$ cat config.mk
export PLATFORM = sky130hd
export DESIGN_NAME = instr_fetch
export DESIGN_NICKNAME = d
export VERILOG_FILES = /design/src/rtl/instr_fetch.sv
export SDC_FILE = /design/constraint.sdc
export NUM_CORES = 1
export LEC_CHECK = 0
export CAP_MARGIN = 40
export CORE_ASPECT_RATIO = 1.25
export CORE_UTILIZATION = 40
export DETAILED_ROUTE_END_ITERATION = 7
export HOLD_SLACK_MARGIN = 0.12
export PLACE_DENSITY = 0.66
export SKIP_LAST_GASP = 1
export SLEW_MARGIN = 20
export SYNTH_ARGS = -nofsm -noshare
export SYNTH_HDL_FRONTEND = slang
export SYNTH_SLANG_ARGS = --single-unit
export TNS_END_PERCENT = 5
$ cat constraint.sdc
create_clock -name clk -period 3.9 [get_ports clk]
set_input_delay 1.17 -clock clk [delete_from_list [all_inputs] [get_ports clk]]
set_output_delay 1.17 -clock clk [all_outputs]
set_load 0.01 [all_outputs]
$ cat src/rtl/instr_fetch.sv
`default_nettype none
// ============================================================================
// Module      : instr_fetch
// Description : ARM7 fetch stage - PC generation, 2-entry prefetch buffer,
//               valid/ready hand-off to decode, branch flush/redirect.
// Revision    : 1.0 - initial release
// ============================================================================
module instr_fetch #(
    parameter int            N            = 32,
    parameter int            INSTR_SIZE   = 32,
    parameter logic [N-1:0]  RESET_VECTOR = '0
) (
    input  logic                  clk,
    input  logic                  rst_n,
    output logic [N-1:0]          PC,
    output logic                  read_enable,
    input  logic [INSTR_SIZE-1:0] instr,
    input  logic                  branch_valid,
    input  logic [N-1:0]          branch_target,
    output logic                  dec_valid,
    input  logic                  dec_ready,
    output logic [INSTR_SIZE-1:0] dec_instr,
    output logic [N-1:0]          dec_pc,
    output logic [N-1:0]          dec_pc_plus8
);

    localparam logic [1:0]   c_DEPTH   = 2'd2;
    localparam logic [N-1:0] c_PC_STEP = N'(4);
    localparam logic [N-1:0] c_PC_R15  = N'(8);

    logic [N-1:0]          r_pc;
    logic [INSTR_SIZE-1:0] r_buf_instr [2];
    logic [N-1:0]          r_buf_pc    [2];
    logic [1:0]            r_count;
    logic                  r_wr_ptr;
    logic                  r_rd_ptr;

    logic w_pop;
    logic w_space;
    logic w_push;
    logic w_unused_target_lsbs;

    assign w_unused_target_lsbs = &{1'b0, branch_target[1:0]};

    // Nothing handshake- or fetch-related may depend on instr: it arrives late in the cycle.
    assign dec_valid   = (r_count != 2'd0) & ~branch_valid;
    assign w_pop       = dec_valid & dec_ready;
    assign w_space     = (r_count < c_DEPTH) | w_pop;
    assign read_enable = w_space & ~branch_valid;
    assign w_push      = read_enable;

    assign PC           = r_pc;
    assign dec_instr    = r_buf_instr[r_rd_ptr];
    assign dec_pc       = r_buf_pc[r_rd_ptr];
    assign dec_pc_plus8 = r_buf_pc[r_rd_ptr] + c_PC_R15;

    always_ff @(posedge clk or negedge rst_n) begin
        if (!rst_n) begin
            r_pc           <= RESET_VECTOR;
            r_count        <= 2'd0;
            r_wr_ptr       <= 1'b0;
            r_rd_ptr       <= 1'b0;
            r_buf_instr[0] <= '0;
            r_buf_instr[1] <= '0;
            r_buf_pc[0]    <= '0;
            r_buf_pc[1]    <= '0;
        end else if (branch_valid) begin
            // Redirect squashes everything buffered; a concurrent dec_ready is not a consume.
            r_pc     <= {branch_target[N-1:2], 2'b00};
            r_count  <= 2'd0;
            r_wr_ptr <= 1'b0;
            r_rd_ptr <= 1'b0;
        end else begin
            if (w_push) begin
                r_buf_instr[r_wr_ptr] <= instr;
                r_buf_pc[r_wr_ptr]    <= r_pc;
                r_wr_ptr              <= ~r_wr_ptr;
                r_pc                  <= r_pc + c_PC_STEP;
            end
            if (w_pop) begin
                r_rd_ptr <= ~r_rd_ptr;
            end
            case ({w_push, w_pop})
                2'b10:   r_count <= r_count + 2'd1;
                2'b01:   r_count <= r_count - 2'd1;
                default: r_count <= r_count;
            endcase
        end
    end

endmodule
`default_nettype wire
# After elaboration in Yosys (flattened, before gate mapping)
# Cells that the tools add are included.
dict set report word_totals {
  register_bits 164
  input_bits 68
  elab_cells 51
  out_inout_bits 130
}
dict set report op_classes {
  order_cmp 4
  bitwise 9
  eq_ne 2
  reduce_logical 6
  n_addsub 4
  muxes 18
}
# cell count
set op_table {}
lappend op_table {{2-to-1 mux 32 bit} 9}
lappend op_table {{bitwise mux 64 bit} 2}
lappend op_table {{adder 32 x 3 -> 32 bit, second input constant} 1}
lappend op_table {{adder 32 x 4 -> 32 bit, second input constant} 1}
lappend op_table {{demux 32 bit (select 1 bit)} 1}
lappend op_table {{nonzero test 2 bit} 3}
lappend op_table {{>= comparator 2 bit, second input constant} 2}
lappend op_table {{2-to-1 mux 1 bit} 4}
lappend op_table {{inverter 1 -> 2 bit} 2}
lappend op_table {{one-hot mux 2 bit (2 select lines)} 1}
lappend op_table {{AND 1 bit} 3}
lappend op_table {{inverter 1 bit} 3}
lappend op_table {{nonzero test 3 bit} 1}
lappend op_table {{adder 2 x 1 -> 2 bit, second input constant} 1}
lappend op_table {{equality test 2 x 1 -> 1 bit, second input constant} 1}
lappend op_table {{equality test 2 bit, second input constant} 1}
lappend op_table {{less-than comparator 2 x 1 -> 1 bit, second input constant} 1}
lappend op_table {{less-than comparator 2 bit, second input constant} 1}
lappend op_table {{2-to-1 mux 2 bit} 1}
lappend op_table {{AND reduction 2 bit} 1}
lappend op_table {{subtractor 2 x 1 -> 2 bit, second input constant} 1}
lappend op_table {{logical AND 1 bit} 1}
lappend op_table {{bitwise OR 1 bit} 1}

# Depth between registers and ports, before layout
# Gate-level depths: netlist of the first run.
dict set report logic_depth {
  depth_word 8
  mapped_depth 13
  ltp_nobuf 8
}

# Least setup slack after synthesis of the first run
# No wires, ideal clock.
dict set report synth_path {
  kind {reg2out}
  start {reg r_rd_ptr}
  end {out dec_pc_plus8[21]}
  slack_ns 0.187
  required_ns 2.730
  stages_incl_launch_ff 14
  arrival_ns 2.543
  n_path_buf 5
  path_cell_list {dfrtp_1 buf_6 buf_4 clkbuf_1 buf_2 mux2i_1 inv_1 ha_1 inv_1 a221oi_4 and3_1 buf_6 nand2_1 xnor2_1}
}
dict set report synth_via {
  elab_chain_cells 5
}
# element line_no
set synth_rtl {}
lappend synth_rtl {{start: declaration} 36} ;# logic r_rd_ptr;
lappend synth_rtl {{start signal: assignment} 81} ;# r_rd_ptr <= ~r_rd_ptr;
lappend synth_rtl {{inverter 1 -> 2 bit} -}
lappend synth_rtl {{2-to-1 mux 32 bit (3 in a row)} -}
lappend synth_rtl {{net dec_pc[3]} 23} ;# output logic [N-1:0] dec_pc,
lappend synth_rtl {{adder 32 x 4 -> 32 bit} 55} ;# assign dec_pc_plus8 = r_buf_pc[r_rd_ptr] + c_PC_R15;
lappend synth_rtl {{end: declaration} 24} ;# output logic [N-1:0] dec_pc_plus8
# The timed path passes the listed nets, and every way through them passes these cells. The select of a mux whose other input is x is not followed.

# Worst setup path in the final report of the first run
dict set report layout_path {
  start {reg r_rd_ptr}
  end {out dec_pc_plus8[27]}
}
dict set report layout_via {
  elab_chain_cells 5
}
# element line_no
set layout_rtl {}
lappend layout_rtl {{inverter 1 -> 2 bit (not written as such)} 55}
lappend layout_rtl {{2-to-1 mux 32 bit (not written as such) (3 in a row)} 55}
lappend layout_rtl {{adder 32 x 4 -> 32 bit} 55}
# No other way between the ends. The select of a mux whose other input is x is not followed.

==> metrics.json, run 1 <==
{
  "outcome": "complete, but fails checks",
  "failed_checks": "negative setup slack",
  "irDropWorstVdd_uv": 289,
  "number_of_buffers_created_by_cts": 17,
  "cts_tree": "done",
  "period_share": 1.04,
  "fillCellCount": 1731,
  "most_common_cell_after_layout_fill_and_taps_aside": "sky130_fd_sc_hd__clkdlybuf4s50_1",
  "postLayoutSetupSlackWorst_ns": -0.161,
  "grt_setup_unrepaired": "true",
  "dr.first_iter.drc_count": 241,
  "synthXorXnorAreaFrac": 0.0583,
  "post_cts_hold_buffer_count": 0,
  "count_of_antenna_diodes_in_the_layout": 0,
  "flop_to_flop_setup_slack_ns": 1.84,
  "routed.top_layer": "met5",
  "io_pins": 198,
  "design.die.area_um2": 20900,
  "detail_route.wl_per_cell_um": 17.1,
  "routabilityCongestion": 0.775,
  "first_global_vias": 6047,
  "layout.cells.most_common_list": "sky130_fd_sc_hd__clkdlybuf4s50_1, sky130_fd_sc_hd__dfrtp_1, sky130_fd_sc_hd__mux2_2",
  "floorplan.core_area_um2": 19700,
  "detail_route.vias_per_cell": 5.05,
  "cp_max_fo": 8,
  "kind_of_capture_point_of_the_worst_setup_path": "primary output",
  "cts_max_path_buffers": 2,
  "synth_simple_gate_area_share": 0.113,
  "synth_cell_types": 53,
  "final_layout_size_suffix_gt1_frac": 0.214,
  "port_buffers": 189,
  "syn-instance-count": 674,
  "powerDensity_nw_per_um2": 527,
  "main_area_contributors_after_synthesis": "sky130_fd_sc_hd__dfrtp_1, sky130_fd_sc_hd__mux2_2, sky130_fd_sc_hd__mux2_1",
  "detail_route.drc_violations": 0,
  "max_slew_margin": 0.613,
  "drv_cap": 0,
  "sum_of_met2_wire_segment_lengths_after_detailed_routing_mm": 10.2,
  "route.met3.wl_mm": 1.06,
  "synth_fa_ha_area_frac": 0.00308,
  "detail_route_antenna_nets": 0,
  "mappedNetlistArea_um2": 8120,
  "floorplan.rows": 57,
  "synth-seq-cells": 158,
  "num_vias": 5780,
  "post_synth_mux_area_share": 0.252,
  "routed_wl_mm": 19.6,
  "final-setup-viol-count": 16,
  "post-dp-hpwl_mm": 13.9,
  "finalClockSkew_ns": 0.0107,
  "synth_enable_flop_cells": 0,
  "crit_type": "reg2out",
  "syn_avg_cell_area_um2": 12.0,
  "setup.worst_path.start_class": "flop",
  "antenna_found_initial": 1,
  "synth_top_area_frac": 0.487,
  "initial_core_util": 0.412,
  "seq_area_frac_synth": 0.487,
  "fmax_ghz": 0.246,
  "synth_compound_area_frac": 0.0422,
  "period_minus_slack_ns": 4.06,
  "clk_transition_reported_paths_ns": 0.07,
  "nNetsFinal": 937,
  "synthesis.yosys.warnings": 0,
  "grt_first_pass_wirelength_mm": 31.7,
  "globalRouteOverflowTotal": 0,
  "min_path_type": "reg2reg",
  "report.final.hold_viol_count": 0,
  "dp_worst_setup_slack_ns": 0.147,
  "finalSetupTns_ns": -1.82,
  "asyncSetResetFlopFracSynth": 1.00,
  "first_pass_iters": 4,
  "die_w_um": 129,
  "grt_max_degree": 79,
  "die_y_um": 161,
  "hold-worst-slack_ns": 0.482,
  "tightest_slew_ns": 0.578,
  "wl_met1_mm": 8.16,
  "numClockSinks": 158,
  "cellLeakagePower_nw": 4.50,
  "synth_largest_area_cell": "sky130_fd_sc_hd__dfrtp_1",
  "dominant_combinational_cell_family_by_area_after_synthesis": "multiplexers",
  "total_number_of_h_tree_levels": 4,
  "crit_required_ns": 2.73,
  "finalCoreUtilization": 0.557,
  "clk_root_buffer_cell": "sky130_fd_sc_hd__clkbuf_16",
  "ys_dominant_reg_cell": "sky130_fd_sc_hd__dfrtp_1",
  "number_of_pins_exceeding_their_max_slew_limit_in_the_final_report": 0,
  "grt_use_total": 0.198,
  "worst_skew_pair.late_latency_ns": 0.42,
  "timing.critical_path.arrival_ns": 2.89,
  "area_delta_synth_final_pct": 35.0
}
## final cells by class
cell class	instances	area [um^2]	area share
inverter	14	52.6	0.00479
multi-input combinational	463	3840	0.350
tap	265	332	0.0303
clock buffer	18	429	0.0392
sequential	158	3960	0.361
clock inverter	14	185	0.0169
timing repair buffer	213	2160	0.197
## timing repair
| action | CTS | global route |
|---|---|---|
| pin swaps | 0 | 2 |
| resized for setup | 2 | 3 |
| endpoints found under the setup margin | 17 | 19 |
| setup buffers | 1 | 0 |
## power by group
group | total [W] | internal [W] | switching, W
clock | 0.00174 | 0.00102 | 0.000714
sequential | 0.00227 | 0.00199 | 0.000276
combinational | 0.00177 | 0.00106 | 0.000710
## cell usage after synthesis, drive strengths merged (9+ instances only)
cell type,count
xnor2,27
nand4,23
nor2,14
dfrtp,158
inv,14
mux2,173
buf,35
nand2,60
and3,13
o21ai,36
nand3,28
xor2,27
clkbuf,9
mux2i,10
## stage by stage
stage	power [W]	cells	cell area, um^2
global placement	0.00405	1111	10300
floorplan	0.00317	679	8140
CTS	0.00584	1144	10900
detailed placement	0.00408	1111	10300
global route	0.00607	1145	11000
finish	0.00577	1145	11000
## final timing paths
kind                                    endpoint       startpoint  cells past startpoint
worst max-delay path            dec_pc_plus8[27]         r_rd_ptr                     10
max in group asynchronous                  PC[8]            rst_n                      3
worst min register to register   r_buf_instr[29]  r_buf_instr[29]                      1
min in group asynchronous        r_buf_instr[22]            rst_n                      2
worst max register to register            PC[23]            PC[8]                      5
worst min-delay path             r_buf_instr[29]  r_buf_instr[29]                      1
## worst max-delay path, stage by stage (launching register included)
cell and delay (ns):
sky130_fd_sc_hd__dfrtp_4 0.51, sky130_fd_sc_hd__mux2i_1 0.17, sky130_fd_sc_hd__inv_1 0.10, sky130_fd_sc_hd__ha_1 0.14
sky130_fd_sc_hd__inv_1 0.09, sky130_fd_sc_hd__a221oi_4 0.29, sky130_fd_sc_hd__and3_4 0.26, sky130_fd_sc_hd__buf_12 0.13
sky130_fd_sc_hd__nand3_2 0.06, sky130_fd_sc_hd__xnor2_1 0.14, sky130_fd_sc_hd__clkdlybuf4s50_1 0.57
## kinds of logic (layout without fill, tap and decap cells)
kind of cell,after synthesis,count (layout)
mux,183,183
simple gates,164,164
flops,158,158
buf+inv,58,259
compound gates,54,54
xor+xnor,54,54
fa+ha+maj,2,2
other cells,1,6
## sequential cells by signal, indices dropped and copies added (netlist names)
| register | flops |
|---|---|
| r_buf_pc | 60 |
| r_wr_ptr | 1 |
| PC | 30 |
| r_buf_instr | 64 |
| r_count | 2 |
| r_rd_ptr | 1 |
## routing by layer
layer	global-route usage	vias up
met2	0.349	132
met3	0.0563	16
li1	-	2760
met4	0.0470	2
met5	0	-
met1	0.237	2870
Note: power is estimated with default switching activity, not from simulation.
==> run 2, diff against run 1 <==
- CELL_PAD_IN_SITES_DETAIL_PLACEMENT: not set -> 1
- CELL_PAD_IN_SITES_GLOBAL_PLACEMENT: not set -> 1
- CORE_UTILIZATION: 40 -> 39
- PLACE_DENSITY: 0.66 -> 0.79
- SKIP_CTS_REPAIR_TIMING: not set -> 1
==> metrics.json, run 2 (synthesis gave the netlist of run 1 again) <==
{
  "outcome": "complete, but fails checks",
  "failed_checks": "negative setup slack",
  "die_y": {"value": 163, "unit": "um", "change": "+1.3%"},
  "floorplan.core_area": {"value": 20200, "unit": "um^2", "change": "+2.9%"},
  "nNetsFinal": {"value": 937, "change": "unchanged"},
  "die_w": {"value": 131, "unit": "um", "change": "+1.3%"},
  "antenna_found_initial": {"value": 1, "change": "unchanged"},
  "flop_to_flop_setup_slack": {"value": 1.80, "unit": "ns", "change": "-0.04 ns"},
  "final_layout_size_suffix_gt1_frac": {"value": 0.211, "change": "-0.00227"},
  "cts_max_path_buffers": {"value": 2, "change": "unchanged"},
  "max_slew_margin": {"value": 0.652, "change": "+0.0385"},
  "critical_path.slowest_cell": "sky130_fd_sc_hd__dfrtp_4",
  "critPathTopFamily": "buffers and inverters",
  "worst_path_most_repeated_cell": "sky130_fd_sc_hd__inv_1",
  "clk_transition_reported_paths": {"value": 0.07, "unit": "ns", "change": "about the same"},
  "dr.first_iter.drc_count": {"value": 180, "change": "-25%"},
  "crit_type": "reg2out",
  "detail_route.vias_per_cell": {"value": 5.08, "change": "+0.62%"},
  "number_of_buffers_created_by_cts": {"value": 17, "change": "unchanged"},
  "final-setup-viol-count": {"value": 18, "change": "+2"},
  "area_delta_synth_final_pct": 34.5,
  "fmax": {"value": 0.244, "unit": "GHz", "change": "-0.89%"},
  "worst_hold_startpoint": "r_buf_instr[4]",
  "crit_chain": "mux2i_1 -> inv_1 -> ha_1 -> inv_1 -> a221oi_4 -> and3_4 -> buf_12 -> nand3_2 -> xnor2_1 -> clkdlybuf4s50_1",
  "grt_first_pass_wirelength": {"value": 34.1, "unit": "mm", "change": "+7.6%"},
  "routed_wl": {"value": 20.9, "unit": "mm", "change": "+6.7%"},
  "cp_slowest_stage_delay": {"value": 0.55, "unit": "ns", "change": "-0.02 ns"},
  "port_buffers": {"value": 189, "change": "unchanged"},
  "cp_num_buf_inv": {"value": 4, "change": "unchanged"},
  "count_of_antenna_diodes_in_the_layout": {"value": 0, "change": "unchanged"},
  "grt_setup_unrepaired": "true",
  "period_minus_slack": {"value": 4.10, "unit": "ns", "change": "+0.0363 ns"},
  "cp_max_fo": {"value": 11, "change": "+3"},
  "whs_endpoint": "r_buf_instr[4]",
  "detailed_place.area": {"value": 10300, "unit": "um^2", "change": "+0.45%"},
  "period_share": {"value": 1.05, "change": "+0.00930"},
  "placedCellCount": {"value": 1117, "change": "+0.54%"},
  "design.die.area": {"value": 21400, "unit": "um^2", "change": "+2.5%"},
  "r2r-start": "r_count[1]",
  "top_register_by_number_of_flip_flops": "r_buf_instr",
  "clk_root_buffer_cell": "sky130_fd_sc_hd__clkbuf_16",
  "min_path_cells": {"value": 1, "change": "unchanged"},
  "number_of_pins_exceeding_their_max_slew_limit_in_the_final_report": {"value": 0, "change": "unchanged"},
  "io_pins": {"value": 198, "change": "unchanged"},
  "drv_cap": {"value": 0, "change": "unchanged"},
  "min_path_type": "reg2reg",
  "finish.instance_area": {"value": 10900, "unit": "um^2", "change": "-0.40%"},
  "stdcell_count": {"value": 1150, "change": "+0.44%"},
  "powerDensity": {"value": 515, "unit": "nW/um^2", "change": "-2.2%"},
  "layout.cells.most_common_list": "sky130_fd_sc_hd__clkdlybuf4s50_1, sky130_fd_sc_hd__dfrtp_1, sky130_fd_sc_hd__mux2_2",
  "numClockSinks": {"value": 158, "change": "unchanged"},
  "floorplan.rows": {"value": 58, "change": "+1.8%"},
  "fillCellCount": {"value": 2087, "change": "+21%"},
  "grt_use_total": {"value": 0.209, "change": "+0.0109"},
  "reg2regPathDepth": {"value": 6, "change": "+1"},
  "tightest_slew": {"value": 0.521, "unit": "ns", "change": "-0.0575 ns"},
  "largest_register_ffs": {"value": 64, "change": "unchanged"},
  "most_common_cell_after_layout_fill_and_taps_aside": "sky130_fd_sc_hd__clkdlybuf4s50_1",
  "cts_tree": "done",
  "grt_max_degree": {"value": 79, "change": "unchanged"},
  "finalClockSkew": {"value": 0.0107, "unit": "ns", "change": "+0.000000600 ns"},
  "totalPowerFinal": {"value": 0.00562, "unit": "W", "change": "-2.6%"},
  "setup.worst_path.start_class": "flop",
  "post-dp-hpwl": {"value": 15.1, "unit": "mm", "change": "+8.3%"},
  "total_number_of_h_tree_levels": {"value": 4, "change": "unchanged"},
  "globalRouteOverflowTotal": {"value": 0, "change": "unchanged"},
  "irDropWorstVdd": {"value": 311, "unit": "uV", "change": "+7.6%"},
  "detail_route_antenna_nets": {"value": 0, "change": "unchanged"},
  "report.final.hold_viol_count": {"value": 0, "change": "unchanged"},
  "first_global_vias": {"value": 6391, "change": "+5.7%"},
  "kind_of_capture_point_of_the_worst_setup_path": "primary output",
  "postLayoutSetupSlackWorst": {"value": -0.197, "unit": "ns", "change": "-0.0363 ns"},
  "initial_core_util": {"value": 0.401, "change": "-0.0115"},
  "timing.critical_path.arrival": {"value": 2.93, "unit": "ns", "change": "+0.04 ns"},
  "detail_route.drc_violations": {"value": 0, "change": "unchanged"},
  "hold-worst-slack": {"value": 0.483, "unit": "ns", "change": "+0.000194 ns"},
  "worst_skew_pair.late_latency": {"value": 0.42, "unit": "ns", "change": "about the same"},
  "finalCoreUtilization": {"value": 0.539, "change": "-0.0176"},
  "routabilityCongestion": {"value": 0.800, "change": "+3.3%"},
  "cellLeakagePower": {"value": 4.48, "unit": "nW", "change": "-0.62%"},
  "crit_required": {"value": 2.73, "unit": "ns", "change": "about the same"},
  "detail_route.wl_per_cell": {"value": 18.2, "unit": "um", "change": "+6.2%"},
  "first_pass_iters": {"value": 4, "change": "unchanged"},
  "num_vias": {"value": 5841, "change": "+1.1%"},
  "capturing_point_of_the_worst_reg2reg_path": "r_buf_instr[6]"
}
[run 2: changes by cell type in the layout (fill, tap and decap cells not counted), sizes merged]
cell	previous run	this run
bufinv	3	0
clkdlybuf4s50	185	186
clkinv	5	4
clkinvlp	2	3
dlygate4sd2	1	0
inv	18	21
[run 2: final cells by class]
cell class                      count  area [um^2]  share of cell area
Tap cell                          270          338              0.0309
Multi-Input combinational cell    463         3830               0.351
Timing Repair Buffer              213         2180               0.200
Clock buffer                       18          429              0.0393
Sequential cell                   158         3960               0.363
Clock inverter                     14          124              0.0113
Inverter                           14         52.6             0.00481
[run 2: power by group]
group	leakage (nW)	total (W)	internal, W	switching, W
Clock	0.262	0.00157	0.000837	0.000728
Sequential	1.90	0.00227	0.00199	0.000284
Combinational	2.32	0.00178	0.00106	0.000723
Total	4.48	0.00562	0.00389	0.00173
[run 2: routing by layer]
metal	GRT usage	share of wire	vias to the layer above	wire, um
met2	0.378	0.53	119	11200
met4	0.0512	0.0088	2	183
met1	0.241	0.40	2955	8440
met5	0	0.00038	-	8
li1	-	-	2751	-
met3	0.0560	0.054	14	1120
[run 2: how the worst max path moves through the flow]
stage | cells after the start | end | slack (ns) | from
global route | 8 | dec_pc_plus8[30] | -0.36 | r_rd_ptr
finish | 10 | dec_pc_plus8[27] | -0.20 | r_rd_ptr
detailed placement | 4 | read_enable | 0.08 | dec_ready
floorplan | 13 | dec_pc_plus8[21] | 0.19 | r_rd_ptr
global placement | 4 | read_enable | 0.07 | dec_ready
CTS | 10 | dec_pc_plus8[31] | -0.36 | r_rd_ptr
[run 2: per-stage QoR]
stage | setup slack, ns | TNS [ns]
after detailed placement | 0.0769 | 0
after floorplan | 0.187 | 0
after global routing | -0.356 | -5.32
after global placement | 0.0651 | 0
final | -0.197 | -2.25
after CTS | -0.360 | -3.44
[run 2: worst reg2reg max path, cell delays in order (launching register included)]
cell	delay, ns
sky130_fd_sc_hd__dfrtp_1	0.47
sky130_fd_sc_hd__and2b_4	0.21
sky130_fd_sc_hd__nor2_1	0.23
sky130_fd_sc_hd__buf_4	0.16
sky130_fd_sc_hd__and2_4	0.32
sky130_fd_sc_hd__buf_12	0.24
sky130_fd_sc_hd__mux2_1	0.36
